===== src/rtl/ddr3_burst_arbiter.sv =====
// ddr3_burst_arbiter: round-robin scheduler of fixed-length MIG write/read bursts with ping-pong frame banks
module ddr3_burst_arbiter #(
  parameter int P_BURST_LEN = 80,
  parameter int P_ADDR_STEP = 8,
  parameter int P_FRAME_BURSTS = 480,
  parameter logic [27:0] P_BANK_SPAN = 28'h0800000,
  parameter int P_WR_THRESH = 80,
  parameter int P_RD_THRESH = 500
) (
  input  logic        i_clk,
  input  logic        i_rst,
  input  logic        i_calib_done,
  input  logic [8:0]  i_wr_level,
  input  logic [9:0]  i_rd_level,
  input  logic        i_wr_frame_start,
  input  logic        i_rd_frame_start,
  input  logic        i_app_rdy,
  input  logic        i_app_wdf_rdy,
  output logic        o_app_en,
  output logic [2:0]  o_app_cmd,
  output logic [27:0] o_app_addr,
  output logic        o_app_wdf_wren,
  output logic        o_app_wdf_end,
  output logic        o_wrfifo_rden,
  output logic        o_wr_bank,
  output logic        o_rd_bank,
  output logic        o_busy
);
  localparam logic [7:0]  BL    = 8'(P_BURST_LEN);
  localparam logic [22:0] STEP  = 23'(P_ADDR_STEP);
  localparam logic [8:0]  FB    = 9'(P_FRAME_BURSTS - 1);
  localparam logic [8:0]  WR_TH = 9'(P_WR_THRESH);
  localparam logic [9:0]  RD_TH = 10'(P_RD_THRESH);
  typedef enum logic [2:0] {S_INIT, S_IDLE, S_WRITE, S_READ, S_DONE} state_t;
  state_t state, state_nx;
  logic [7:0] cmd_cnt, dat_cnt;
  logic [8:0] wr_bursts, rd_bursts;
  logic [22:0] wr_off, rd_off;
  logic done_bank, frame_valid, wr_pend, rd_pend, app_en, wdf_wren;
  logic rd_sel, cmd_hs, dat_hs, wr_req, rd_req, go_wr, go_rd, enter;
  logic wr_wrap, rd_wrap, wr_clr, rd_clr;
  // app_cmd doubles as the last-grant record: bit 0 set means read was granted last
  assign rd_sel = o_app_cmd[0];
  assign cmd_hs = app_en & i_app_rdy;
  assign dat_hs = wdf_wren & i_app_wdf_rdy;
  assign wr_req = i_wr_level >= WR_TH;
  assign rd_req = frame_valid & (i_rd_level < RD_TH);
  assign go_wr = wr_req & (~rd_req | rd_sel);
  assign go_rd = rd_req & (~wr_req | ~rd_sel);
  assign enter = (state == S_IDLE) & i_calib_done & (go_wr | go_rd);
  assign wr_wrap = (state == S_DONE) & ~rd_sel & (wr_bursts == FB);
  assign rd_wrap = (state == S_DONE) & rd_sel & (rd_bursts == FB);
  assign wr_clr = (i_wr_frame_start & (state != S_WRITE)) | ((state == S_DONE) & wr_pend);
  assign rd_clr = (i_rd_frame_start & (state != S_READ)) | ((state == S_DONE) & rd_pend);
  assign o_app_en = app_en;
  assign o_app_wdf_wren = wdf_wren;
  assign o_app_wdf_end = wdf_wren;
  assign o_wrfifo_rden = dat_hs;
  assign o_app_addr = rd_sel ? (o_rd_bank ? P_BANK_SPAN : 28'd0) + {5'd0, rd_off}
                             : (o_wr_bank ? P_BANK_SPAN : 28'd0) + {5'd0, wr_off};
  always_ff @(posedge i_clk)
    if (i_rst) state <= S_INIT;
    else state <= state_nx;
  always_comb begin
    state_nx = state;
    o_busy = 1'b0;
    case (state)
      S_INIT:  state_nx = i_calib_done ? S_IDLE : S_INIT;
      S_IDLE:  state_nx = !i_calib_done ? S_INIT : go_wr ? S_WRITE : go_rd ? S_READ : S_IDLE;
      S_WRITE: begin
        o_busy = 1'b1;
        state_nx = (cmd_cnt == BL && dat_cnt == BL) ? S_DONE : S_WRITE;
      end
      S_READ:  begin
        o_busy = 1'b1;
        state_nx = (cmd_cnt == BL) ? S_DONE : S_READ;
      end
      S_DONE:  state_nx = i_calib_done ? S_IDLE : S_INIT;
      default: state_nx = S_INIT;
    endcase
  end
  always_ff @(posedge i_clk) begin
    if (i_rst) begin
      app_en <= 1'b0;
      wdf_wren <= 1'b0;
      o_app_cmd <= 3'b001;
      cmd_cnt <= '0;
      dat_cnt <= '0;
      wr_off <= '0;
      rd_off <= '0;
      wr_bursts <= '0;
      rd_bursts <= '0;
      o_wr_bank <= 1'b0;
      o_rd_bank <= 1'b0;
      done_bank <= 1'b0;
      frame_valid <= 1'b0;
      wr_pend <= 1'b0;
      rd_pend <= 1'b0;
    end else begin
      if (enter) begin
        app_en <= 1'b1;
        wdf_wren <= go_wr;
        o_app_cmd <= {2'b00, ~go_wr};
        cmd_cnt <= '0;
        dat_cnt <= '0;
      end
      if (cmd_hs) begin
        cmd_cnt <= cmd_cnt + 8'd1;
        if (cmd_cnt == BL - 8'd1) app_en <= 1'b0;
        if (rd_sel) rd_off <= rd_off + STEP;
        else wr_off <= wr_off + STEP;
      end
      if (dat_hs) begin
        dat_cnt <= dat_cnt + 8'd1;
        if (dat_cnt == BL - 8'd1) wdf_wren <= 1'b0;
      end
      if (state == S_DONE && !rd_sel) wr_bursts <= wr_wrap ? 9'd0 : wr_bursts + 9'd1;
      if (wr_wrap) begin
        wr_off <= '0;
        o_wr_bank <= ~o_wr_bank;
        done_bank <= o_wr_bank;
        frame_valid <= 1'b1;
      end
      if (wr_clr) begin
        wr_off <= '0;
        wr_bursts <= '0;
      end
      wr_pend <= (state == S_WRITE) & (wr_pend | i_wr_frame_start);
      if (state == S_DONE && rd_sel) rd_bursts <= rd_wrap ? 9'd0 : rd_bursts + 9'd1;
      if (rd_wrap) begin
        rd_off <= '0;
        o_rd_bank <= done_bank;
      end
      if (rd_clr) begin
        rd_off <= '0;
        rd_bursts <= '0;
        o_rd_bank <= done_bank;
      end
      rd_pend <= (state == S_READ) & (rd_pend | i_rd_frame_start);
    end
  end
endmodule

===== config.mk =====
export PLATFORM = sky130hd
export DESIGN_NAME = ddr3_burst_arbiter
export DESIGN_NICKNAME = d
export VERILOG_FILES = /design/src/rtl/ddr3_burst_arbiter.sv
export SDC_FILE = /design/constraint.sdc
export NUM_CORES = 1
export LEC_CHECK = 0
export ABC_AREA = 1
export BUFFER_PORTS_ARGS = -buffer_cell sky130_fd_sc_hd__buf_2
export CAP_MARGIN = 20
export CORE_ASPECT_RATIO = 0.9
export CORE_MARGIN = 2
export CORE_UTILIZATION = 52
export CTS_CLUSTER_SIZE = 8
export DETAILED_ROUTE_END_ITERATION = 8
export MAX_ROUTING_LAYER = met4
export PLACE_DENSITY_LB_ADDON = 0.05
export SETUP_SLACK_MARGIN = 0.02
export SYNTH_ARGS = -nofsm -noshare
export SYNTH_HDL_FRONTEND = slang
export SYNTH_SLANG_ARGS = --single-unit

===== constraint.sdc =====
create_clock -name i_clk -period 1.38 [get_ports i_clk]
set_input_delay 0 -clock i_clk [delete_from_list [all_inputs] [get_ports i_clk]]
set_output_delay 0 -clock i_clk [all_outputs]
set_load 0.005 [all_outputs]

==> run summary <==
The checks that failed: setup timing. Power comes to 4.68 mW. In the routed design, unresolved DRC markers number 0. The placed instances occupy a cell area of 0.00564 sq mm. The number of antenna diodes is 0, and the depth of the worst register-to-register path is 11. STA classifies the critical path endpoint as a flip-flop. The peak clock frequency supported by timing is 671 MHz. For the via count of the first global-routing pass, the log shows 4,574. The critical setup path kind was reg2reg. In this run the static leakage power is 2.70 nW. After the flow finishes, the layout carries non-filler instances totaling 991.

Initial antenna violation count: 0. The library cell used most frequently in the layout, excluding fill and tap cells, is nand2_1. All-layer global routing usage: 0.262. For the total congestion overflow, the log shows 0.

The number of detailed-routing iterations run before antenna repair is 5. Final max-slew violation count: 0. For the final core utilization, the log shows 0.747. Depth of the worst hold-timing path: 5. Synthesized area per cell: 6.62 sq um.

Leaving out fill and tap cells, the most frequent cells in the layout are nand2_1, buf_4, inv_1. Pin count of the biggest net entering global routing: 30. In this run the cell area of the synthesized design comes to 0.00474 sq mm. The logs give 86 for the CTS sink count and 1.64 ns for the worst path required time. After detailed routing, the average wire length per cell comes to 13.6 um. The die is 105 um wide. The tool flagged a number of max-cap violations equal to 0. Summing all multi-input logic gate instances after layout gives 0.00304 sq mm. CTS built an H-tree with a depth of 3. The tools report the detailed placer's ending HPWL as 8980 um. The via density per instance came out at 5.14. The finished cells cover 0.00672 sq mm. STA classifies the critical path startpoint as a flip-flop. The tools report the number of hold violations in the final report as 0. The power density over cell area is 696 mW/mm^2, and the share of the yosys chip area belonging to registers is 0.363. The fraction of registers with async set/reset is 0.

The logs give 0.00900 sq mm for the core area and 9 for the number of buffers created by CTS. The tree is rooted in a clkbuf_8. TritonCTS built the clock tree. In this run, distinct cell masters in the synthesized netlist total 41. Number of inserted filler cells in the final layout: 738. For the first-iteration detailed-routing DRC count, the log shows 241.

Most frequently used flop master after synthesis: dfxtp_1. IR analysis of the VDD net gives a maximum drop of 0.000476 V. The total area of sequential cells is 0.00177 sq mm, and the number of port buffers is 48. The run gives 5,092 as the vias after detailed routing. In the final design database the tool counted 898 nets. Area share of the leading cell type in the synthesized netlist: 0.363. The height of the die is 94.6 um, and the initial core utilization is 0.527. The final clock period utilization by the worst path was 1.08. The flop and latch count out of synthesis was 86; the largest driver fanout on the critical path was 8.

The routed wire length was 13,400 um. Yosys attributes the largest share of cell area to dfxtp_1, nand2_1, nand3_1. The clock period minus final worst setup slack works out to 1.49 ns. The min-delay analysis places its worst path in the category in2reg. The count of antenna-violating nets left after detailed routing came out at 0. Synthesis produced a netlist whose cell count is 716. Setup repair after global routing could not meet its margin everywhere. The fraction of final layout cells sized beyond drive strength 1 works out to 0.361. Clock latency on the worst-skew pair, taken at its later pin, is 0.36 ns. The flow ran to the end, but the final reports show violations. In this run, synthesis inferred 0 flip-flops with an integrated enable. The logs give -0.110 ns for the final worst slack and 33 for the total number of placement rows. Leading area contributor after synthesis: dfxtp_1. The logs give 2 for the maximum count of clock buffers along a single path and 0 for the total of warnings raised by yosys. For the worst setup path, the data arrival time is 1.75 ns. The run gives 0.906 as the routability-driven placement congestion ratio. Clock-pin slew of the registers on the worst-case setup and hold paths: 0.09 ns. The setup violation total in the final timing report was 35; the area added between synthesis and finish was 41.8%. Once placement completed, the tool counted placed cells totaling 945.

On the final layout, the worst clock skew is 0.00952 ns. The floorplan step defined a die boundary enclosing 0.00990 sq mm. During I/O placement, the number of pins put on the boundary was 64.

First-pass GRT wire length: 20,700 um.
critical path, stage by stage, from the launching register on:
cell	delay, ns
dfxtp_2	0.38
inv_4	0.06
nor2_4	0.15
buf_12	0.13
nand2_8	0.05
nor2_4	0.10
nand3_4	0.10
nand2_4	0.13
buf_12	0.14
inv_8	0.04
nand2_2	0.06
nor2_2	0.05
Yosys cell counts (2+ instances only):
master	n
xnor2_1	6
xor2_1	8
ha_1	8
clkbuf_1	8
dfxtp_1	86
a21oi_1	45
nand3b_1	6
nor2_2	3
nor2_4	7
nand4_1	10
nand3_4	2
nor3b_1	4
a21o_1	2
o21ai_0	38
or2_2	4
buf_4	11
nand2_1	170
buf_2	4
nand2_4	2
nor3_1	24
inv_2	5
nor2_1	90
clkinv_1	2
nand2_2	3
nand3_1	69
inv_1	84
final timing paths:
| kind | to | slack (ns) | startpoint |
|---|---|---|---|
| worst min register to register | dat_cnt[0] | 0.47 | dat_cnt[0] |
| worst min-delay path | dat_cnt[0] | 0.11 | i_app_wdf_rdy |
| worst max register to register | wr_off[20] | -0.11 | state[2] |
| worst max-delay path | wr_off[20] | -0.11 | state[2] |
sequential cells by signal (all words and copies together) (netlist names):
signal         cells
cmd_cnt            8
dat_cnt            8
done_bank          1
frame_valid        1
o_app_cmd          1
o_app_en           1
o_app_wdf_end      1
o_rd_bank          1
o_wr_bank          1
rd_bursts          9
rd_off            20
rd_pend            1
state              3
wr_bursts          9
wr_off            20
wr_pend            1
cell families (layout without fill, tap and decap cells):
| logic type | Yosys count | count (layout) | synth area share |
|---|---|---|---|
| multiplexers | 1 | 1 | 0.00211 |
| buffers and inverters | 116 | 261 | 0.103 |
| adder cells (fa/ha/maj) | 8 | 8 | 0.0211 |
| other | 1 | 9 | 0.000791 |
| flip-flops | 86 | 86 | 0.363 |
| AND/OR/NAND/NOR | 398 | 398 | 0.381 |
| XOR/XNOR | 14 | 14 | 0.0259 |
| AO/OA/AOI/OAI | 92 | 92 | 0.102 |
metrics by stage:
stage / hold slack, ns / TNS (ns) / worst slack (ns)
after floorplan: 0.152 / -0.0000556 / -0.0000556
after global placement: 0.258 / -1.59 / -0.119
after detailed placement: 0.274 / -2.87 / -0.170
after CTS: 0.0934 / -0.542 / -0.0669
after global routing: 0.117 / -5.71 / -0.179
final: 0.111 / -1.39 / -0.110
what timing repair did:
item,in CTS,in global routing
cloned,1,2
hold buffers,4,0
resized for setup,65,136
endpoints found under the setup margin,87,99
setup buffers,9,15
pin swaps,21,37
hold endpoints to repair,6,0
layer usage:
layer,wire length [um],global-route usage,up-vias
met4,183,0.0611,0
met3,522,0.0497,21
met5,0,-,-
met2,6680,0.440,109
li1,-,-,2580
met1,6050,0.332,2382
final cells by class:
type / instances / area share
clock inverter: 4 / 0.00447
sequential: 86 / 0.264
clock buffer: 12 / 0.0246
multi-input combinational: 522 / 0.452
inverter: 92 / 0.0551
tap: 122 / 0.0227
timing repair buffer: 153 / 0.177
power by group:
| group | switching [mW] | internal, mW |
|---|---|---|
| combinational | 0.233 | 0.199 |
| clock | 0.943 | 0.807 |
| sequential | 0.0204 | 2.48 |
Note: power is estimated with default switching activity, not from simulation.
